[src/rtl/mste_cpu_speed_ctrl.sv]
// Mega STE CPU speed/cache control: CPU-visible register bank plus a sequencer
// that applies speed/cache changes only at bus-idle points, flushing the cache first when needed.
module mste_cpu_speed_ctrl #(
    parameter int ADDR_W     = 2,
    parameter int SETTLE_W   = 8,
    parameter int SETTLE_RST = 16
) (
    input  logic              clk,
    input  logic              reset,
    input  logic [ADDR_W-1:0] addr,
    input  logic [7:0]        din,
    input  logic              sel,
    input  logic              ds,
    input  logic              rw,
    output logic [7:0]        dout,
    input  logic              bus_idle,
    input  logic              flush_ack,
    output logic              enable_16mhz,
    output logic              enable_cache,
    output logic              cache_flush,
    output logic              busy
);

    typedef enum logic [2:0] {
        ST_IDLE,
        ST_WAIT_IDLE,
        ST_FLUSH,
        ST_SWITCH,
        ST_SETTLE
    } state_t;

    state_t              state;
    logic [7:0]          cfg;
    logic [7:0]          scratch;
    logic [SETTLE_W-1:0] settle_reg;
    logic [SETTLE_W-1:0] cnt;
    logic [1:0]          tgt;
    logic [7:0]          settle_rd;
    logic [7:0]          stat;
    logic                wr_en;
    logic                rd_en;
    logic                cfg_differs;
    logic                need_flush;

    assign wr_en = sel & ~ds & ~rw;
    assign rd_en = sel & ~ds & rw;

    assign cfg_differs = (cfg[1:0] != {enable_cache, enable_16mhz});
    // Flush before dropping the cache, or before a speed change while the cache stays live.
    assign need_flush  = enable_cache & (~cfg[1] | (cfg[0] != enable_16mhz));

    assign stat = {busy, 4'b0000, cache_flush, enable_cache, enable_16mhz};

    generate
        if (SETTLE_W >= 8) begin : g_settle_wide
            assign settle_rd = settle_reg[7:0];
        end else begin : g_settle_narrow
            assign settle_rd = {{(8 - SETTLE_W){1'b0}}, settle_reg};
        end
    endgenerate

    // Level-sensitive writes: the register simply follows din while the strobe is held.
    always_ff @(posedge clk) begin
        // NOTE: sequential state uses non-blocking assignments so every flop samples pre-edge values.
        if (reset) begin
            cfg        <= 8'h00;
            scratch    <= 8'h00;
            settle_reg <= SETTLE_W'(SETTLE_RST);
        end else if (wr_en) begin
            case (addr)
                ADDR_W'(0): cfg        <= din;
                ADDR_W'(2): settle_reg <= SETTLE_W'(din);
                ADDR_W'(3): scratch    <= din;
                default:    ;
            endcase
        end
    end

    always_comb begin
        // NOTE: default assignment first so no path through this block can infer a latch.
        dout = 8'h00;
        if (rd_en) begin
            case (addr)
                ADDR_W'(0): dout = cfg;
                ADDR_W'(1): dout = stat;
                ADDR_W'(2): dout = settle_rd;
                ADDR_W'(3): dout = scratch;
                default:    dout = 8'h00;
            endcase
        end
    end

    always_ff @(posedge clk) begin
        if (reset) begin
            state        <= ST_IDLE;
            enable_16mhz <= 1'b0;
            enable_cache <= 1'b0;
            cache_flush  <= 1'b0;
            busy         <= 1'b0;
            tgt          <= 2'b00;
            cnt          <= '0;
        end else begin
            case (state)
                ST_IDLE: begin
                    if (cfg_differs) begin
                        state <= ST_WAIT_IDLE;
                        busy  <= 1'b1;
                    end
                end
                ST_WAIT_IDLE: begin
                    // A request withdrawn before the bus frees up is dropped without switching.
                    if (!cfg_differs) begin
                        state <= ST_IDLE;
                        busy  <= 1'b0;
                    end else if (bus_idle) begin
                        tgt <= cfg[1:0];
                        if (need_flush) begin
                            state       <= ST_FLUSH;
                            cache_flush <= 1'b1;
                        end else begin
                            state <= ST_SWITCH;
                        end
                    end
                end
                ST_FLUSH: begin
                    if (flush_ack) begin
                        state       <= ST_SWITCH;
                        cache_flush <= 1'b0;
                    end
                end
                ST_SWITCH: begin
                    {enable_cache, enable_16mhz} <= tgt;
                    cnt   <= settle_reg;
                    state <= ST_SETTLE;
                end
                ST_SETTLE: begin
                    if (cnt == '0) begin
                        state <= ST_IDLE;
                        busy  <= 1'b0;
                    end else begin
                        cnt <= cnt - SETTLE_W'(1);
                    end
                end
                default: begin
                    state       <= ST_IDLE;
                    busy        <= 1'b0;
                    cache_flush <= 1'b0;
                end
            endcase
        end
    end

endmodule
[config.mk]
export PLATFORM = sky130hd
export DESIGN_NAME = mste_cpu_speed_ctrl
export DESIGN_NICKNAME = d
export VERILOG_FILES = /design/src/rtl/mste_cpu_speed_ctrl.sv
export SDC_FILE = /design/constraint.sdc
export NUM_CORES = 1
export LEC_CHECK = 0
export ABC_AREA = 1
export BUFFER_PORTS_ARGS = -buffer_cell sky130_fd_sc_hd__buf_4
export CAP_MARGIN = 25
export CELL_PAD_IN_SITES_DETAIL_PLACEMENT = 0
export CELL_PAD_IN_SITES_GLOBAL_PLACEMENT = 2
export CORE_ASPECT_RATIO = 0.75
export CORE_MARGIN = 2
export CORE_UTILIZATION = 28
export CTS_CLUSTER_SIZE = 30
export DETAILED_ROUTE_END_ITERATION = 10
export PLACE_DENSITY = 0.86
export SYNTH_ARGS = -nofsm -noshare
export SYNTH_HDL_FRONTEND = slang
export SYNTH_SLANG_ARGS = --single-unit
[constraint.sdc]
create_clock -name clk -period 1.35 [get_ports clk]
set_input_delay 0.0675 -clock clk [delete_from_list [all_inputs] [get_ports clk]]
set_output_delay 0.0675 -clock clk [all_outputs]
set_load 0.05 [all_outputs]
* Word-level counts from Yosys, hierarchy flattened *
Cells that the tools add are included.

cells by class
  $add $sub $neg = 1
  equal/unequal tests = 18
  multiplexer cells = 20
  bitwise operators = 10
  reduce and logical (&&, ||, !) cells = 14

operators by type and width
  kind                 number
  $pmux 8 s4           1
  $mux 8               2
  $ne 2x2->1 const B   8
  $pmux 8 s2           1
  $mux 3               5
  $pmux 3 s5           1
  $logic_not 8->1      1
  $mux 1               8
  $reduce_and 2->1     4
  $reduce_and 4->1     2
  $sub 8x1->8 const B  1
  $eq 3x2->1 const B   2
  $not 1->1            5
  $reduce_and 5->1     1
  $and 1x1->1          4
  $eq 2x2->1 const B   2
  $pmux 1 s4           1
  $eq 3x1->1 const B   1
  $eq 3x3->1 const B   1
  $logic_not 3->1      1
  $ne 3x3->1 const B   1
  $pmux 1 s3           1
  $reduce_and 3->1     1
  $reduce_or 3->1      1
  7 further kinds      7

storage, ports and cells
  register bits after elaboration = 41
  input port bits = 17
  logic and storage cells = 73

* Logic depth before layout (Yosys ltp) *
Gate-level depths: netlist of run 1.

  depth after elaboration = 7
  mapped depth = 10
  mapped depth without buffers = 10

* Least setup slack after synthesis of run 1 *
No wires, ideal clock.

  path kind = flip-flop to output port
  start = register enable_cache
  end = output dout[1]
  arrival = 1.649 ns
  slack = -0.366 ns
  stages on the path, launching flop included = 3
  path buffers = 0
  cell sequence = dfxtp_1 -> a221oi_1 -> a21oi_1

on the way
  cells in the longest elaborated chain, start to end = 2

ends and longest elaborated chain
  item                    RTL line  RTL
  start, declared         19        output logic enable_cache,
  start signal, assigned  132       {enable_cache, enable_16mhz} <= tgt;
  $pmux 8 s4              83        case (addr)
  $mux 8                  82        if (rd_en) begin
  end, declared           15        output logic [7:0] dout,

Every way passes these cells.

* Final worst setup path of run 1 *
  start = register cnt[1]
  end = register busy

on the way
  cells in the longest elaborated chain, start to end = 3

ends and longest elaborated chain
  item                               RTL line  RTL
  start, declared                    36        logic [SETTLE_W-1:0] cnt;
  start signal, assigned             133       cnt <= settle_reg;
  start signal, assigned             141       cnt <= cnt - SETTLE_W'(1);
  $logic_not 8->1                    137       if (cnt == '0) begin
  $ne 2x2->1 (no source line)        -
  $reduce_and 4->1 (no source line)  -
  end signal, assigned               114       busy <= 1'b0;
  end signal, assigned               139       busy <= 1'b0;
  end signal, assigned               146       busy <= 1'b0;
  end, declared                      21        output logic busy

Every way passes these cells.
A chain may end at the register's enable or synchronous reset.

==> results of run 1 <==
-- power breakdown --
group / internal [mW] / total, mW / switching, mW
clock network: 0.735 / 1.19 / 0.450
registers: 1.34 / 1.48 / 0.144
logic: 0.620 / 1.54 / 0.916
-- registers in the layout, summed over array words and instances (netlist names) --
name and count:
tgt 2, enable_cache 1, enable_16mhz 1, cache_flush 1
cfg 8, busy 1, state 3, scratch 8
settle_rd 8, cnt 8
-- stage by stage --
stage | worst slack, ps | utilization (%)
3_3_place_gp | -11.8 | 36.3
2_1_floorplan | 57.1 | -
4_1_cts | -24.7 | 39.0
3_5_place_dp | -1.77 | 36.3
6_report | 2.68 | 40.9
5_1_grt | -57.3 | 40.9
-- layout by cell type (no fill, tap or decap), types with 2 or more instances in the layout --
cell	Yosys	routed
nand2_1	67	64
nor2_1	65	60
buf_4	0	48
inv_1	40	36
o21ai_0	39	35
dfxtp_1	41	30
a21oi_1	23	19
nand3_1	11	11
o21ai_1	5	8
dfxtp_2	0	8
inv_2	3	6
nor2_2	4	6
clkbuf_8	0	5
a21oi_4	0	4
nand2_4	2	4
nor2_4	0	3
o211ai_1	3	3
a221oi_4	0	3
dfxtp_4	0	3
buf_6	1	3
nand2_2	0	2
nand4_1	2	2
xor2_1	2	2
ha_4	0	2
bufinv_16	0	2
dlygate4sd3_1	0	2
-- worst max-delay path: cells and delay by family (launching register included) --
family	cells	cell delay [ps]
AND/OR/NAND/NOR	6	450
flip-flops	1	330
AO/OA/AOI/OAI	1	250
adder cells (fa/ha/maj)	1	140
buffers and inverters	1	70
-- layer usage --
metal	global-route usage (%)	up-vias	wire [um]
li1	-	1167	-
met1	20.0	981	3000
met2	22.6	26	2600
met3	3.51	5	206
met4	4.00	0	51
met5	0	-	0
-- final cells by class --
type / instances / area (um2) / area share, %
clock inverter: 3 / 65.1 / 2.16
tap: 101 / 126 / 4.20
inverter: 44 / 168 / 5.57
timing repair buffer: 54 / 434 / 14.4
multi-input combinational: 238 / 1310 / 43.4
sequential: 41 / 842 / 28.0
clock buffer: 5 / 68.8 / 2.29
-- how the worst max path moves through the flow --
stage               endpoint  slack [ps]         from  depth (start not counted)
finish                  busy           3       cnt[1]                          9
global route            busy         -60       cnt[7]                          8
floorplan            dout[7]          60         busy                          2
CTS                  dout[2]         -20  cache_flush                          3
global placement    state[1]         -10     state[2]                          9
detailed placement    cnt[0]          -2       cnt[0]                          8
-- Yosys cell counts (all sizes together) (3+ instances only) --
| cell type | n |
|---|---|
| a21oi | 24 |
| a221oi | 4 |
| buf | 3 |
| clkbuf | 5 |
| dfxtp | 41 |
| inv | 43 |
| nand2 | 69 |
| nand3 | 11 |
| nor2 | 69 |
| o211ai | 3 |
| o21ai | 45 |
-- cells by family after synthesis --
family / after synthesis / share of synthesized area (%)
flops: 41 / 38.3
compound gates: 78 / 19.8
fa+ha+maj: 2 / 1.17
buf+inv: 52 / 9.53
mux: 1 / 0.468
simple gates: 154 / 29.9
xor+xnor: 2 / 0.818
-- timing repair --
item	in CTS	in global routing
endpoints found under the hold margin	3	0
cloned	1	0
pin swaps	2	10
hold buffers	2	0
endpoints found under the setup margin	9	22
resized for setup	8	42
buffers inserted	0	1
==> summary.md, run 1 <==
| Metric | Value |
|---|---|
| Status | finished, final reports clean |
| I/O pin count | 29 |
| Synthesized area per cell | 6.49 um2 |
| Slowest stage delay, CP | 330 ps |
| Initial DRC Count | 69 |
| Async set-or-reset flop fraction in the synthesized netlist | 0% |
| Detailed Route WL | 5860 um |
| VDD IR max | 0.653 mV |
| Critical Path AT | 1540 ps |
| Max_cap viols | 0 |
| Synth cell types | 29 |
| CTS buffer count | 5 |
| Die area | 0.00837 mm2 |
| N_diodes | 0 |
| Share of cells above drive strength 1 | 27.8% |
| Vias in the first global route | 1,997 |
| Number of routed nets with antenna violations | 0 |
| PD cells | 1400 mW/mm2 |
| Critical R2R Launch | cnt[1] |
| Synth Cell Area | 0.00214 mm2 |
| Cell mode on critical path | nand2_1 |
| Actual transition at the worst max-transition pin | 387 ps |
| Setup Skew | 8.49 ps |
| Skew-Pair Late Insertion Delay | 300 ps |
| Max_slew headroom | 74.1% |
| DRT Pass-1 Iters | 4 |
| Detailed Place HPWL | 4310 um |
| Clock Tree Buf Depth | 2 |
| TritonCTS clock tree | done |
| RSZ-0062 raised after global routing | true |
| Non-Filler Cell Area, Final | 0.00301 mm2 |
| Final Hold Vio Count | 0 |
| Largest net degree at the start of global routing | 40 |
| First-pass GRT wire length | 9520 um |
| Post-synth top area cell | dfxtp_1 |
| Cells along the critical path | inv_2 -> ha_4 -> nand2_4 -> o21ai_4 -> nand2_1 -> nor2_2 -> nand2_1 -> nand2_1 -> nor2_1 |
| CTS sink cnt | 41 |
| Synth area leaders | dfxtp_1, nand2_1, nor2_1 |
| Via count | 2,179 |
| Synth top area share | 38.3% |
| Clock slew at reported path FFs | 90 ps |
| WHS Endpoint | cfg[6] |
| FF-to-FF path depth | 9 |
| Crit Path Class | reg2reg |
| GP Congestion | 0.812 |
| H-tree depth | 2 |
| GRT overflow | 0 |
| Fin crit period | 1350 ps |
| Inst Count DP | 474 |
| Area delta synth->final | 40.7% |
| FILL cells | 804 |
| Dpl cell area | 0.00267 mm2 |
| Crit path max fanout | 4 |
| WL/cell | 12.1 um |
| Max Transition Viols Final | 0 |
| Seq/Total Area, Yosys | 38.3% |
| R2R Setup Slk | 3 ps |
| Crit start category | register |
| Cell Count, Final, Fillers Out | 486 |
| Nets | 403 |
| Post-synth EDFFs | 0 |
| Setup Viol. Count Final | 0 |
| Critical path endpoint category | register |
| Vias per cell | 4.48 |
| CTS Root Cell | clkbuf_8 |
| WP data required | 1540 ps |
| DRC viols | 0 |
| Overall Power | 4.20 mW |
| Core area | 0.00736 mm2 |
| Ys flop type | dfxtp_1 |
| Port Buffers | 28 |
| Initial Util | 29.1% |
| Hold Crit Depth | 3 |
| Hold wc startpoint | din[6] |
| Fmax | 742 MHz |
| # rows | 27 |
| Post-synthesis net count | 349 |
| Setup TNS | 0 ps |
| Total GRT Usage | 14.5% |
| Die width | 105 um |
| WHS | 35.2 ps |
| Hold crit path type | in2reg |
| Worst R2R End | busy |
| Antenna violations before repair | 0 |
| Final worst path period share | 99.8% |
| Mapped Cells | 330 |
| Register bit count reported by yosys | 41 |
| Synth Warn # | 0 |
| Static leakage | 1.33 nW |
| CP max stage cell | dfxtp_2 |
| Die Y | 79.7 um |
(Power assumes the default switching activity.)
==> inputs of run 2 (changes only) <==
ABC_AREA = default   (was 1)
CORE_UTILIZATION = 31   (was 28)
==> summary.md, run 2 <==
| Metric | Value |
|---|---|
| Ys flop type | dfxtp_1 |
| Most frequent cells after synthesis | dfxtp_1, nor2_1, a21oi_1, nand2_1, mux2i_1 |
| First-pass GRT wire length | 10,200 um |
| Worst Path Buf+Inv | 2 |
| RSZ-0062 raised after global routing | true |
| Setup TNS | -2040 ps |
| FILL cells | 653 |
| H-tree depth | 2 |
| Synth top area share | 38.7% |
| Die width | 99.5 um |
| Max_cap viols | 0 |
| Initial Util | 31.6% |
| Commonest non-fill, non-tap cell in the layout | buf_4 |
| Synthesized area per cell | 8.66 um2 |
| Fmax | 634 MHz |
| Port Buffers | 28 |
| Register bit count reported by yosys | 41 |
| Setup Skew | 2.25 ps |
| WL/cell | 15.8 um |
| I/O pin count | 29 |
| PD cells | 718 mW/mm2 |
| Non-Filler Cell Area, Final | 0.00338 mm2 |
| Largest net degree at the start of global routing | 27 |
| Critical path endpoint category | output port |
| Final worst path period share | 117% |
| Total GRT Usage | 17.5% |
| Status | finished, violations left |
| Post-Place Setup Slack | -347 ps |
| Number of routed nets with antenna violations | 0 |
| CTS Root Cell | clkbuf_8 |
| Clock Tree Buf Depth | 2 |
| Seq/Total Area, Yosys | 38.7% |
| Synth area leaders | dfxtp_1, mux2i_1, a21oi_1 |
| Synth Warn # | 0 |
| Compound-Gate Fraction of Synth Area | 18.3% |
| Die area | 0.00753 mm2 |
| Crit start category | register |
| Max Transition Viols Final | 0 |
| Clock slew at reported path FFs | 80 ps |
| Fin crit period | 1580 ps |
| Post-Synth XOR/XNOR Area | 0.826% |
| Dpl cell area | 0.00277 mm2 |
| GRT overflow | 0 |
| Cells along the critical path | buf_6 -> mux4_2 -> nor2b_4 -> buf_6 |
| Critical Path AT | 1510 ps |
| Initial DRC Count | 74 |
| Vias in the first global route | 2,042 |
| Simple-gate share of the synthesized area | 20.3% |
| Synth cell types | 46 |
| Synth Cell Area | 0.00212 mm2 |
| Post-synth top area cell | dfxtp_1 |
| Crit path max-delay family | multiplexers |
| Antenna violations before repair | 0 |
| Mapped Cells | 245 |
| DRC viols | 0 |
| Cell mode on critical path | buf_6 |
| CTS Hold Bufs | 0 |
| Gr busiest metal | met2 |
| WHS | 13.0 ps |
| CTS sink cnt | 41 |
| WP data required | 1280 ps |
| Cell depth of the worst setup path | 4 |
| # rows | 26 |
| Vias per cell | 5.12 |
| GR Layer Usage met2 | 28.9% |
| Actual transition at the worst max-transition pin | 329 ps |
| Setup Viol. Count Final | 15 |
| Async set-or-reset flop fraction in the synthesized netlist | 0% |
| N_diodes | 0 |
| VDD IR max | 0.373 mV |
| Via count | 2,109 |
| Crit Path Class | reg2out |
| FF-to-FF path depth | 6 |
| Final Hold Vio Count | 0 |
| Overall Power | 2.43 mW |
| Die Y | 75.6 um |
| Skew-Pair Late Insertion Delay | 290 ps |
| Hold crit path type | in2reg |
| Detailed Route WL | 6500 um |
| GP Congestion | 0.847 |
| Detailed Place HPWL | 4160 um |
| CTS buffer count | 5 |
| Proportion of synthesized area in mux cells | 14.9% |
| CP max stage cell | mux4_2 |
| Min setup slack post-route | -227 ps |
| Most frequent cell after synthesis | dfxtp_1 |
| Largest family of logic cells by synthesized area | simple AND/OR/NAND/NOR gates |
| Max_slew headroom | 77.5% |
| Static leakage | 1.33 nW |
| Met1 usage in global routing | 23.9% |
| Share of cells above drive strength 1 | 53.4% |
| Adder-cell share of the synthesized area | 1.18% |
| Hold Crit Depth | 3 |
| Crit path max fanout | 2 |
| Post-synth EDFFs | 0 |
| TritonCTS clock tree | done |
| Post-synthesis net count | 264 |
| Nets | 346 |
| Slowest stage delay, CP | 450 ps |
| DRT Pass-1 Iters | 4 |
| Violated checks | negative setup slack |
| Area delta synth->final | 59.5% |
| Core area | 0.00670 mm2 |
| M3 GR Usage | 3.67% |
| Most frequent cells in the layout | buf_4, dfxtp_1, nor2_1, nand2_1, a21oi_1 |
[run 2: cell count changes in the layout (fill, tap and decap cells not counted), sizes merged, moves of 5 or more]
cell   before  now
a22oi       0    5
o32ai       0    5
mux2i       1   18
inv        43    9
o21ai      45    6
nor2       69   30
nand2      70   23
buf        52   93
[run 2: per-layer routing]
metal	part of all wire (%)	routed length, um
met2	48	3100
met3	2.8	183
met4	0.29	19
met5	0	0
met1	49	3190
[run 2: worst paths after layout]
kind | startpoint | to | slack (ps)
worst min-delay path | din[4] | settle_rd[4] | 10
worst min register to register | tgt[0] | enable_16mhz | 460
worst max register to register | state[0] | cnt[4] | -180
worst max-delay path | enable_cache | dout[1] | -230
[run 2: layout make-up]
type                       count  area, um2  area share (%)
clock buffer                   6       72.6            2.15
clock inverter                 2       35.0            1.04
inverter                       9       33.8           0.999
multi-input combinational    177       1500            44.5
sequential                    41        851            25.2
tap                           84        105            3.11
timing repair buffer          93        781            23.1
[run 2: worst register-to-register path: stages, from the launching register on]
cell and delay [ps]:
dfxtp_2 320, or3b_4 420, buf_8 160, buf_6 130, and2_1 160, o21ai_2 140
o32ai_2 80
[run 2: cells by family (layout without fill, tap and decap cells)]
kind of cell / Yosys count / after routing
and+or+nand+nor: 89 / 89
AOI/OAI and AO/OA: 58 / 58
DFF: 41 / 41
buffers and inverters: 27 / 110
muxes: 26 / 26
adders and majority gates: 2 / 2
xor gates and xnor gates: 2 / 2
[run 2: stage by stage]
| stage | instances | util [%] |
|---|---|---|
| floorplan | 245 | - |
| global placement | 385 | 41.3 |
| detailed placement | 385 | 41.3 |
| CTS | 409 | 48.5 |
| global route | 412 | 50.5 |
| finish | 412 | 50.5 |
[run 2: repair_timing]
action	in CTS	in global routing
resized for setup	63	25
pin swaps	18	13
buffers inserted	18	3
endpoints found under the hold margin	0	0
setup endpoints to repair	21	23
[run 2: power by group]
group / total (mW) / internal, mW / leakage [nW] / switching [mW]
clock network: 1.00 / 0.550 / 0.0552 / 0.453
logic: 0.208 / 0.0921 / 0.939 / 0.116
registers: 1.22 / 1.21 / 0.339 / 0.00700
total: 2.43 / 1.85 / 1.33 / 0.576
==> inputs of run 3 (changes only) <==
ABC_AREA = 1   (was default)
BUFFER_PORTS_ARGS = -buffer_cell sky130_fd_sc_hd__clkbuf_2   (was -buffer_cell sky130_fd_sc_hd__buf_4)
CORE_UTILIZATION = 28   (was 31)
CTS_BUF_LIST = sky130_fd_sc_hd__clkbuf_8 sky130_fd_sc_hd__clkbuf_16   (was default)
==> summary.md, run 3 (synthesis gave the netlist of run 1 again) <==
| Metric | Value |
|---|---|
| Setup Viol. Count Final | 0 |
| DRC viols | 0 |
| Vias in the first global route | 1,945 |
| Crit start category | register |
| Worst R2R End | cnt[3] |
| GRT overflow | 0 |
| RSZ-0062 raised after global routing | true |
| Hold crit path type | in2reg |
| Final worst path period share | 98.3% |
| PD cells | 1410 mW/mm2 |
| Antenna violations before repair | 0 |
| Hold wc startpoint | din[4] |
| WP data required | 1280 ps |
| Slowest stage delay, CP | 350 ps |
| Die Y | 79.7 um |
| Static leakage | 1.32 nW |
| First-pass GRT wire length | 9250 um |
| Detailed Route WL | 5950 um |
| Nets | 401 |
| CP max stage cell | dfxtp_2 |
| Via count | 2,230 |
| Dpl cell area | 0.00261 mm2 |
| Critical Path AT | 1260 ps |
| Number of routed nets with antenna violations | 0 |
| Post-Place Setup Slack | -11.4 ps |
| Setup TNS | 0 ps |
| R2R Setup Slk | 30 ps |
| Area delta synth->final | 39.2% |
| Detailed Place HPWL | 4470 um |
| # rows | 27 |
| FF-to-FF path depth | 7 |
| Vias per cell | 4.61 |
| DRT Pass-1 Iters | 4 |
| Register area | 842 um2 |
| Core area | 0.00736 mm2 |
| Max_cap viols | 0 |
| N_diodes | 0 |
| CTS buffer count | 5 |
| Cells along the critical path | a221oi_2 -> a21oi_4 -> clkbuf_8 |
| Die area | 0.00837 mm2 |
| Max Transition Viols Final | 0 |
| Setup Skew | 6.35 ps |
| Total GRT Usage | 13.9% |
| Crit Path Class | reg2out |
| Largest net degree at the start of global routing | 40 |
| Critical R2R Launch | cnt[1] |
| WHS Endpoint | settle_rd[4] |
| Commonest non-fill, non-tap cell in the layout | nand2_1 |
| Crit path max fanout | 3 |
| FILL cells | 806 |
| Area of the multi-input gates | 0.00132 mm2 |
| CTS sink cnt | 41 |
| Share of cells above drive strength 1 | 29.0% |
| Critical path endpoint category | output port |
| TritonCTS clock tree | done |
| Max_slew headroom | 78.0% |
| Port Buffers | 28 |
| Fin crit period | 1330 ps |
| Worst Path Buf+Inv | 1 |
| Min setup slack post-route | 22.6 ps |
| I/O pin count | 29 |
| Status | finished, final reports clean |
| Overall Power | 4.21 mW |
| Final Hold Vio Count | 0 |
| Actual transition at the worst max-transition pin | 326 ps |
| Initial Util | 29.1% |
| Hold Crit Depth | 3 |
| Non-Filler Cell Area, Final | 0.00298 mm2 |
| Inst Count DP | 474 |
| Die width | 105 um |
| Crit path max-delay family | compound AO/OA/AOI/OAI gates |
| Skew-Pair Late Insertion Delay | 290 ps |
| Most frequent cells in the layout | nand2_1, nor2_1, o21ai_0 |
| H-tree depth | 2 |
| CTS Root Cell | clkbuf_8 |
| WL/cell | 12.3 um |
| Clock slew at reported path FFs | 90 ps |
| Clock Tree Buf Depth | 2 |
| Fmax | 753 MHz |
| GP Congestion | 0.845 |
| Cell Count, Final, Fillers Out | 484 |
| VDD IR max | 1.04 mV |
| Initial DRC Count | 61 |
==> run 3: changes by cell type in the layout (fill, tap and decap cells not counted), sizes merged, moves of 4 or more <==
cell / previous run / this run
o21ai: 6 / 45
clkbuf: 6 / 28
nor2b: 4 / 0
o32ai: 5 / 0
mux2i: 18 / 1
mux4: 4 / 0
nand2: 23 / 70
mux2: 4 / 0
a22oi: 5 / 0
buf: 93 / 28
nor2: 30 / 69
inv: 9 / 43
and2: 4 / 0
==> run 3: routing by layer <==
layer | vias to the layer above | part of all wire [%] | global-route usage, % | wire length [um]
met5 | - | 0 | 0 | 0
met4 | 0 | 0.39 | 3.20 | 23
met3 | 2 | 3.4 | 3.43 | 202
met2 | 27 | 45 | 22.1 | 2690
met1 | 1033 | 51 | 19.1 | 3030
li1 | 1168 | - | - | -
==> run 3: repair_timing <==
| action | 4_1_cts | 5_1_grt |
|---|---|---|
| cloned | 0 | 1 |
| gates resized for setup | 15 | 54 |
| hold buffers | 1 | 0 |
| hold endpoints to repair | 2 | 0 |
| buffers inserted | 0 | 0 |
| endpoints found under the setup margin | 10 | 22 |
| pin swaps | 5 | 15 |
==> run 3: cell type report <==
class,count,area share [%]
Clock buffer,5,2.31
Clock inverter,3,2.18
Inverter,44,5.63
Multi-Input combinational cell,238,44.3
Sequential cell,41,28.3
Tap cell,101,4.24
Timing Repair Buffer,52,13.1
==> run 3: how the worst max path moves through the flow <==
| stage | from | endpoint | slack (ps) | cells past startpoint |
|---|---|---|---|---|
| after floorplan | busy | dout[7] | 60 | 2 |
| after global placement | cnt[0] | cnt[2] | 20 | 9 |
| after detailed placement | cnt[0] | cnt[1] | -10 | 8 |
| after CTS | enable_cache | dout[1] | 0.4 | 3 |
| after global routing | cnt[1] | state[1] | -70 | 8 |
| final | busy | dout[7] | 20 | 3 |
==> run 3: power by group <==
group,switching [mW],internal (mW),total (mW),leakage [nW]
logic,0.937,0.610,1.55,0.910
registers,0.143,1.33,1.48,0.339
clock network,0.451,0.735,1.19,0.0681
total,1.53,2.68,4.21,1.32
==> run 3: tightest hold or removal path, stage by stage <==
cell      delay, ps
clkbuf_2        100
nand2_1          50
nand3_1          60
==> run 3: per-stage QoR <==
step                utilization (%)  hold slack, ps
finish                         40.5            15.4
global placement               35.5             274
detailed placement             35.5             272
global route                   40.5            20.3
CTS                            38.2            15.6
floorplan                         -             137
